**src/rtl/pr_softreg_ctrl_pkg.sv**
```systemverilog
// pr_softreg_ctrl_pkg
// Shared constants for the PageRank SoftReg control front end: the SoftReg
// address map decoded by the host interface and the controller state encoding.
// No ports; imported by pr_softreg_ctrl and its testbench.
package pr_softreg_ctrl_pkg;

    localparam logic [31:0] ADDR_N_VERT           = 32'h0000_0000;
    localparam logic [31:0] ADDR_N_INEDGES        = 32'h0000_0008;
    localparam logic [31:0] ADDR_VADDR            = 32'h0000_0010;
    localparam logic [31:0] ADDR_IEADDR           = 32'h0000_0018;
    localparam logic [31:0] ADDR_WRITE_ADDR0      = 32'h0000_0020;
    localparam logic [31:0] ADDR_WRITE_ADDR1      = 32'h0000_0028;
    localparam logic [31:0] ADDR_DONE_READ_PARAMS = 32'h0000_0030;
    localparam logic [31:0] ADDR_DONE_ALL         = 32'h0000_0038;
    localparam logic [31:0] ADDR_ITER_COUNT       = 32'h0000_0040;

    typedef enum logic [1:0] {
        ST_IDLE = 2'd0,
        ST_RUN  = 2'd1,
        ST_DONE = 2'd2
    } state_t;

endpackage

```
**src/rtl/pr_softreg_ctrl.sv**
```systemverilog
// pr_softreg_ctrl
// Host-facing control front end of the PageRank accelerator. Decodes SoftReg
// requests into configuration registers, launches the engine, counts
// iterations, ping-pongs the prefix-sum buffers and answers the DONE_ALL read
// with the final sum (deferring it while the engine is still running).
//
// Ports:
//   clk, rst                  clock (rising edge), asynchronous active-low reset
//   softreg_req_*             host request: valid strobe, isWrite, addr, data
//   softreg_resp_valid/data   one-cycle read response
//   cfg_*                     configuration outputs to the datapath/AXI engines
//   start, busy               launch pulse, running indicator
//   iter_count                completed iterations (saturating)
//   iter_done, all_done       engine pulses; total_sum valid with all_done
//
// Build option: PR_SOFTREG_READBACK_EN enables readback of the configuration
// registers and of ITER_COUNT; without it those reads answer 0.
//
// state | meaning
// IDLE  | after reset, configuration writable, waiting for launch
// RUN   | engine running, configuration frozen, iterations counted
// DONE  | engine finished, sum latched, configuration writable again
module pr_softreg_ctrl
    import pr_softreg_ctrl_pkg::*;
#(
    parameter int ITER_W = 16
) (
    input  logic              clk,
    input  logic              rst,
    input  logic              softreg_req_valid,
    input  logic              softreg_req_isWrite,
    input  logic [31:0]       softreg_req_addr,
    input  logic [63:0]       softreg_req_data,
    output logic              softreg_resp_valid,
    output logic [63:0]       softreg_resp_data,
    output logic [63:0]       cfg_n_vert,
    output logic [63:0]       cfg_n_inedges,
    output logic [63:0]       cfg_vaddr,
    output logic [63:0]       cfg_ieaddr,
    output logic [63:0]       cfg_rd_pfx_addr,
    output logic [63:0]       cfg_wr_pfx_addr,
    output logic              start,
    output logic              busy,
    output logic [ITER_W-1:0] iter_count,
    input  logic              iter_done,
    input  logic              all_done,
    input  logic [63:0]       total_sum
);

    state_t      state, state_nx;
    logic [63:0] wr_addr0, wr_addr1;
    logic [63:0] sum_q;
    logic        sel;
    logic        pending, pending_nx;

    logic        wr_req, rd_req;
    logic        launch, finish, step;
    logic        resp_fire;
    logic [63:0] resp_val;

    assign wr_req = softreg_req_valid &&  softreg_req_isWrite;
    assign rd_req = softreg_req_valid && !softreg_req_isWrite;

    assign busy            = (state == ST_RUN);
    assign cfg_wr_pfx_addr = sel ? wr_addr1 : wr_addr0;
    assign cfg_rd_pfx_addr = sel ? wr_addr0 : wr_addr1;

    always_ff @(posedge clk or negedge rst) begin
        if (!rst) state <= ST_IDLE;
        else      state <= state_nx;
    end

    always_comb begin
        state_nx = state;
        launch   = 1'b0;
        finish   = 1'b0;
        step     = 1'b0;
        case (state)
            ST_IDLE, ST_DONE: begin
                if (wr_req && softreg_req_addr == ADDR_DONE_READ_PARAMS) begin
                    state_nx = ST_RUN;
                    launch   = 1'b1;
                end
            end
            ST_RUN: begin
                // a coincident iter_done is still counted on the exit edge
                step = iter_done;
                if (all_done) begin
                    state_nx = ST_DONE;
                    finish   = 1'b1;
                end
            end
            default: state_nx = ST_IDLE;
        endcase
    end

    // Read handling. While a DONE_ALL read is parked, every other read is
    // dropped, so the deferred answer can never collide with a fresh one.
    always_comb begin
        resp_fire  = 1'b0;
        resp_val   = '0;
        pending_nx = pending;
        if (pending) begin
            if (finish) begin
                resp_fire  = 1'b1;
                resp_val   = total_sum;
                pending_nx = 1'b0;
            end
        end else if (rd_req) begin
            resp_fire = 1'b1;
            case (softreg_req_addr)
                ADDR_DONE_ALL: begin
                    if (state == ST_DONE) begin
                        resp_val = sum_q;
                    end else if (finish) begin
                        resp_val = total_sum;
                    end else begin
                        resp_fire  = 1'b0;
                        pending_nx = 1'b1;
                    end
                end
`ifdef PR_SOFTREG_READBACK_EN
                ADDR_N_VERT:      resp_val = cfg_n_vert;
                ADDR_N_INEDGES:   resp_val = cfg_n_inedges;
                ADDR_VADDR:       resp_val = cfg_vaddr;
                ADDR_IEADDR:      resp_val = cfg_ieaddr;
                ADDR_WRITE_ADDR0: resp_val = wr_addr0;
                ADDR_WRITE_ADDR1: resp_val = wr_addr1;
                ADDR_ITER_COUNT:  resp_val = 64'(iter_count);
`endif
                default:          resp_val = '0;
            endcase
        end
    end

    always_ff @(posedge clk or negedge rst) begin
        if (!rst) begin
            cfg_n_vert    <= '0;
            cfg_n_inedges <= '0;
            cfg_vaddr     <= '0;
            cfg_ieaddr    <= '0;
            wr_addr0      <= '0;
            wr_addr1      <= '0;
        end else if (wr_req && state != ST_RUN) begin
            case (softreg_req_addr)
                ADDR_N_VERT:      cfg_n_vert    <= softreg_req_data;
                ADDR_N_INEDGES:   cfg_n_inedges <= softreg_req_data;
                ADDR_VADDR:       cfg_vaddr     <= softreg_req_data;
                ADDR_IEADDR:      cfg_ieaddr    <= softreg_req_data;
                ADDR_WRITE_ADDR0: wr_addr0      <= softreg_req_data;
                ADDR_WRITE_ADDR1: wr_addr1      <= softreg_req_data;
                default: ;
            endcase
        end
    end

    always_ff @(posedge clk or negedge rst) begin
        if (!rst) begin
            start      <= 1'b0;
            iter_count <= '0;
            sel        <= 1'b0;
            sum_q      <= '0;
        end else begin
            start <= launch;
            if (launch) begin
                iter_count <= '0;
                sel        <= 1'b0;
                sum_q      <= '0;
            end else begin
                if (step) begin
                    sel <= ~sel;
                    if (iter_count != '1) iter_count <= iter_count + 1'b1;
                end
                if (finish) sum_q <= total_sum;
            end
        end
    end

    always_ff @(posedge clk or negedge rst) begin
        if (!rst) begin
            pending            <= 1'b0;
            softreg_resp_valid <= 1'b0;
            softreg_resp_data  <= '0;
        end else begin
            pending            <= pending_nx;
            softreg_resp_valid <= resp_fire;
            if (resp_fire) softreg_resp_data <= resp_val;
        end
    end

endmodule

```
**config.mk**
```make
export PLATFORM = sky130hd
export DESIGN_NAME = pr_softreg_ctrl
export DESIGN_NICKNAME = d
export VERILOG_FILES = /design/src/rtl/pr_softreg_ctrl_pkg.sv /design/src/rtl/pr_softreg_ctrl.sv
export SDC_FILE = /design/constraint.sdc
export NUM_CORES = 1
export LEC_CHECK = 0
export CORE_AREA = 2 2 243 245
export DETAILED_ROUTE_END_ITERATION = 8
export DIE_AREA = 0 0 245 247
export GPL_TIMING_DRIVEN = 0
export PLACE_DENSITY_LB_ADDON = 0.05
export REMOVE_ABC_BUFFERS = 1
export SYNTH_ARGS = -nofsm -noshare
export SYNTH_HDL_FRONTEND = slang
export SYNTH_SLANG_ARGS = --single-unit
```
**constraint.sdc**
```tcl
create_clock -name clk -period 2.3 [get_ports clk]
set_clock_uncertainty 0.15 [all_clocks]
set_input_delay 0.69 -clock clk [delete_from_list [all_inputs] [get_ports clk]]
set_output_delay 0.69 -clock clk [all_outputs]
set_load 0.01 [all_outputs]
```
Yosys cells after proc, flatten, opt, wreduce, memory -nomap -nowiden
Cells that the tools add are included.
Cells by class
  eq/ne operators: 13
  reductions and logical operators: 19
  bitwise logic cells: 1
  add/subtract/negate cells: 1
  muxes and demuxes: 32
Operator list (number)
  $mux 64: 9
  $eq 32x6->1 const B: 4
  $eq 32x5->1 const B: 2
  $mux 16: 3
  $eq 32x4->1 const B: 1
  $logic_not 32->1: 1
  $mux 1: 17
  $add 16x1->16 const B: 1
  $ne 16x16->1 const B: 1
  $reduce_and 2->1: 8
  $reduce_bool 2->1: 3
  $logic_and 1x1->1: 4
  $mux 2: 2
  $ne 2x1->1 const B: 2
  $pmux 2 s2: 1
  $eq 2x1->1 const B: 1
  $eq 2x2->1 const B: 1
  $logic_not 2->1: 1
  $ne 2x2->1 const B: 1
  $reduce_or 2->1: 1
  $logic_not 1->1: 1
  $not 1->1: 1
Word-level totals
  input port bits: 166
  output and inout port bits: 467
  word-level logic and storage cells: 80
  register bits: 534

Depth between registers and ports, before layout
  depth after elaboration: 7
  depth in mapped cells: 8
  depth with buffers taken out: 6

Worst setup path before layout
Ideal clock, no wire load.
  kind: input -> register
  from: input softreg_req_addr[21]
  to: register cfg_n_inedges[11]
  arrival: 2.694 ns
  slack: -0.669 ns
  cell stages on the path: 7
  path buffers: 2
  cells stage by stage: nor4_1 > nand4_1 > or2_0 > buf_4 > nor4_4 > buf_6 > mux2_2
Between the ends
  cells in the longest elaborated chain, start to end: 2
RTL lines
  start: declaration: RTL line pr_softreg_ctrl.sv:32  | input logic [31:0] softreg_req_addr,
  $eq 32x4->1: RTL line pr_softreg_ctrl.sv:145  | case (softreg_req_addr)
  $reduce_and 2->1 (no source line)
  end signal: assignment: RTL line pr_softreg_ctrl.sv:147  | ADDR_N_INEDGES: cfg_n_inedges <= softreg_req_data;
  end: declaration: RTL line pr_softreg_ctrl.sv:37  | output logic [63:0] cfg_n_inedges,
Every way passes these cells.
A chain may end at the register's enable or synchronous reset.

Worst setup path after layout
  from: register sel
  to: output cfg_wr_pfx_addr[18]
Between the ends
  cells in the longest elaborated chain, start to end: 1
RTL lines
  start: declaration: RTL line pr_softreg_ctrl.sv:53  | logic sel;
  start signal: assignment: RTL line pr_softreg_ctrl.sv:171  | sel <= ~sel;
  $mux 64: RTL line pr_softreg_ctrl.sv:65  | assign cfg_wr_pfx_addr = sel ? wr_addr1 : wr_addr0;
  end: declaration: RTL line pr_softreg_ctrl.sv:41  | output logic [63:0] cfg_wr_pfx_addr,
Every way passes these cells.

==> summary by stage <==
Status
The flow ran to the end, but the final reports show violations. The checks that failed: negative setup slack.

STA
The clock period minus final worst setup slack is 2.90 ns. Setup repair after global routing could not meet its margin everywhere. Setup violations remaining at the end of the flow were counted as 485. For the pin with the worst max-slew slack, the measured transition is 0.666 ns.

The hold violation count in the final report is 0. In this run the tightest slew margin relative to its limit is 55.6%. On the final layout, the worst hold slack is 0.348 ns.

Timing would allow up to 345 MHz. For the final routed database, the setup TNS stands at -113.71 ns. The number of pins exceeding their max-slew limit in the final report is 0. The final critical path takes up 126% of the cycle. In the post-route analysis, the smallest setup slack over all paths is -0.598 ns.

Clock network
The latest clock arrival within the worst-skew pair is 0.63 ns. The clock drives 534 sinks. The tree is rooted in a sky130_fd_sc_hd__clkbuf_16. The clock passes through at most 3 buffers. The clock tree from TritonCTS is done. CTS built an H-tree with a depth of 2. The clock input transition at the sequential cells of the worst setup and hold paths is 0.06 ns. Counting the buffers created by CTS gives 59.

Floorplanning
In this run the horizontal extent of the chip is 245 µm. The die area is 0.0605 mm². The standard cell core area is 0.0582 mm². The vertical extent of the die is 247 µm. For this design the top-level I/O count stands at 633. The starting utilization of the core area is 41.0%. The total number of placement rows is 89.

Power
The combinational share of power is 3.7%. Summed over all cells, the static leakage comes to 0.0235 µW. The switching part of the total is 22.4%. The relative contribution of the clock network to total power is 49.5%. Summing internal, switching and leakage power gives 20100 µW. Registers are responsible for 46.7% of the overall power.

The worst IR drop on VDD is 0.627 mV. The internal power contribution is 15600 µW. The ratio of total power to cell area is 519 mW/mm². For this design the total switching power over the nets is 4500 µW.

Synthesis
Counting every instance in the synthesized netlist gives 1865. Counting distinct cell types in the post-synthesis netlist gives 49. Yosys printed 0 warnings.

The synthesized netlist occupies a cell area of 0.0239 mm². Summed over all instances, the cell type with the most area after synthesis is sky130_fd_sc_hd__dfrtp_1. In the synthesized netlist, the cells that appear most often are sky130_fd_sc_hd__dfrtp_1 (534), sky130_fd_sc_hd__mux2_2 (423), sky130_fd_sc_hd__nand2_1 (264). In this run the biggest area consumer among cell types represents 56.0% of the synthesized area. Of the synthesized area, sequential elements account for 56.0%.

In the synthesized netlist the async set-or-reset flop fraction comes to 100%. Yosys attributes the largest share of cell area to sky130_fd_sc_hd__dfrtp_1 (56%), sky130_fd_sc_hd__mux2_2 (20%), sky130_fd_sc_hd__nand2_1 (4.2%). In this run, synthesis inferred 0 flip-flops with an integrated enable. The dominant register cell in the synthesized netlist is sky130_fd_sc_hd__dfrtp_1.

The flip-flop and latch count after synthesis is 534. The mean instance size in the synthesized netlist is 12.8 µm². The most frequent cell after synthesis is sky130_fd_sc_hd__dfrtp_1.

Route
The total iterations of the first detailed-routing run is 5. The number of remaining DRC errors is 0. Detailed routing inserted a total of 19.0k vias. The average via count per standard cell is 5.40. The detail route stage leaves a number of antenna-violating nets equal to 0. The per-cell routed wire length is 26.6 µm.

For this block, the initial DRC count from the detailed router was 897. Summed over all layers, the routed wires come to 93.9 mm.

Global route
The layer with the highest usage is met2. For met1 alone, demand over resource in global routing was 34.1%. Entering global routing, the biggest net connects 124 pins. The global-route wire length before repair is 128 mm. The initial antenna violation count is 6. The met2 track demand over resource in global routing is 47.9%.

The via count of the first global-routing pass is 19.3k. The global router's overall resource usage is 28.1%. Summed over all layers, the global routing overflow is 0. Global routing consumed, on the met3 layer, 8.73% of the routing resources.

Worst setup path
The largest single stage delay on the critical path is 0.54 ns. The endpoint arrival time on the critical path is 2.06 ns. The category of the critical setup timing path is register to primary output. For the worst setup path, the data required time is 1.46 ns. The cell with the largest stage delay on the worst path is sky130_fd_sc_hd__dfrtp_4. The register-to-register setup slack is -0.20 ns. The library cell appearing most often on the critical path is sky130_fd_sc_hd__buf_12.

The worst setup path is launched from a register. The worst setup path is captured at a primary output. In this run the worst path has a maximum fanout of 6. The critical path goes through buf_12 > buf_16 > buf_12 > mux2_2 > buf_6.

Run
The max-capacitance violation count is 0.

Layout
The final core utilization is 66.5%. For this run, the post-layout net count is 2867. Relative to the synthesized area, the layout overhead comes to 62.5%. The fraction of final layout cells sized beyond drive strength 1 is 38.7%.

Placement
The number of input and output port buffers inserted is 632. Routability-driven placement finished with a final weighted congestion of 0.800. The wire-length estimate of the detail-placed layout is 56.8 mm.

Worst hold path
The min-delay analysis places its worst path in the category register to register.
==> routing by layer <==
layer	vias to the layer above	share of wire [%]
li1	8350	-
met1	9848	39
met2	649	49
met3	160	7.9
met4	6	3.5
met5	-	0.036
==> repair_timing <==
item | CTS | global route
hold endpoints to repair | 41 | 0
endpoints found under the setup margin | 994 | 911
resized for setup | 865 | 818
hold buffers | 1 | 0
cloned | 24 | 21
buffers inserted | 87 | 77
pin swaps | 17 | 16
==> power by group through the flow <==
stage	sequential (µW)	clock, µW	combinational (µW)
after global placement	9590	0	657
after floorplan	9570	0	46.4
final	9400	9960	750
after CTS	9400	10100	717
after detailed placement	9570	0	712
after global routing	9390	10500	809
==> placed cells by master (no fill, tap or decap), types with 61 or more instances in the layout <==
master / netlist / final
sky130_fd_sc_hd__buf_12: 0 / 61
sky130_fd_sc_hd__buf_4: 2 / 79
sky130_fd_sc_hd__nand2_1: 264 / 264
sky130_fd_sc_hd__mux2_4: 60 / 363
sky130_fd_sc_hd__buf_6: 24 / 151
sky130_fd_sc_hd__a21boi_0: 126 / 126
sky130_fd_sc_hd__mux2_2: 423 / 147
sky130_fd_sc_hd__dlymetal6s2s_1: 0 / 340
sky130_fd_sc_hd__clkbuf_16: 0 / 75
sky130_fd_sc_hd__dfrtp_1: 534 / 519
sky130_fd_sc_hd__o211ai_1: 66 / 66
sky130_fd_sc_hd__a21oi_1: 134 / 134
sky130_fd_sc_hd__clkdlybuf4s50_1: 0 / 129
==> flip-flops by register name, indices dropped and copies added (netlist names) <==
signal              flops
iter_count             16
softreg_resp_valid      1
cfg_vaddr              64
cfg_n_vert             64
sum_q                  64
wr_addr1               64
softreg_resp_data      64
cfg_n_inedges          64
cfg_ieaddr             64
start                   1
pending                 1
sel                     1
wr_addr0               64
state                   2
==> layout make-up <==
| class | count | area [µm²] |
|---|---|---|
| fill | 4256 | 19500 |
| sequential | 534 | 13400 |
| multi-input combinational | 1216 | 11200 |
| timing repair buffer | 884 | 11100 |
| clock buffer | 85 | 1740 |
| tap | 773 | 967 |
| clock inverter | 22 | 289 |
| inverter | 5 | 23.8 |
| antenna | 4 | 10.0 |
==> through the flow <==
step / setup WS [ns] / instances / area [µm²]
4_1_cts: -0.657 / 3434 / 35400
3_5_place_dp: -2.05 / 3217 / 31600
6_report: -0.598 / 3523 / 38800
2_1_floorplan: -5.36 / 1748 / 23200
3_3_place_gp: -23.83 / 3153 / 30500
5_1_grt: -0.642 / 3520 / 38700
==> logic make-up (layout without fill, tap and decap cells) <==
kind of cell / count (synthesis) / count (layout) / synth area share (%)
xor gates and xnor gates: 7 / 7 / 0.257
buffers and inverters: 122 / 996 / 2.77
muxes: 514 / 514 / 25.2
adders and majority gates: 1 / 1 / 0.0524
other: 0 / 4 / 0
DFF: 534 / 534 / 56.0
AOI/OAI and AO/OA: 346 / 346 / 9.43
and+or+nand+nor: 341 / 348 / 6.28
==> worst paths after layout <==
path	from	endpoint	cells past startpoint
max in group asynchronous	rst	cfg_vaddr[59]	4
worst max register to register	state[0]	cfg_n_vert[16]	11
worst min-delay path	cfg_n_vert[52]	cfg_n_vert[52]	1
worst max-delay path	sel	cfg_wr_pfx_addr[18]	5
worst min register to register	cfg_n_vert[52]	cfg_n_vert[52]	1
min in group asynchronous	rst	sum_q[17]	2
==> worst max-delay path: cells and delay by family (launching register included) <==
kind                   cells  cell delay, ns
buffers and inverters      4            0.59
flip-flops                 1            0.54
multiplexers               1            0.27
Power figures use the tool's default switching activity.
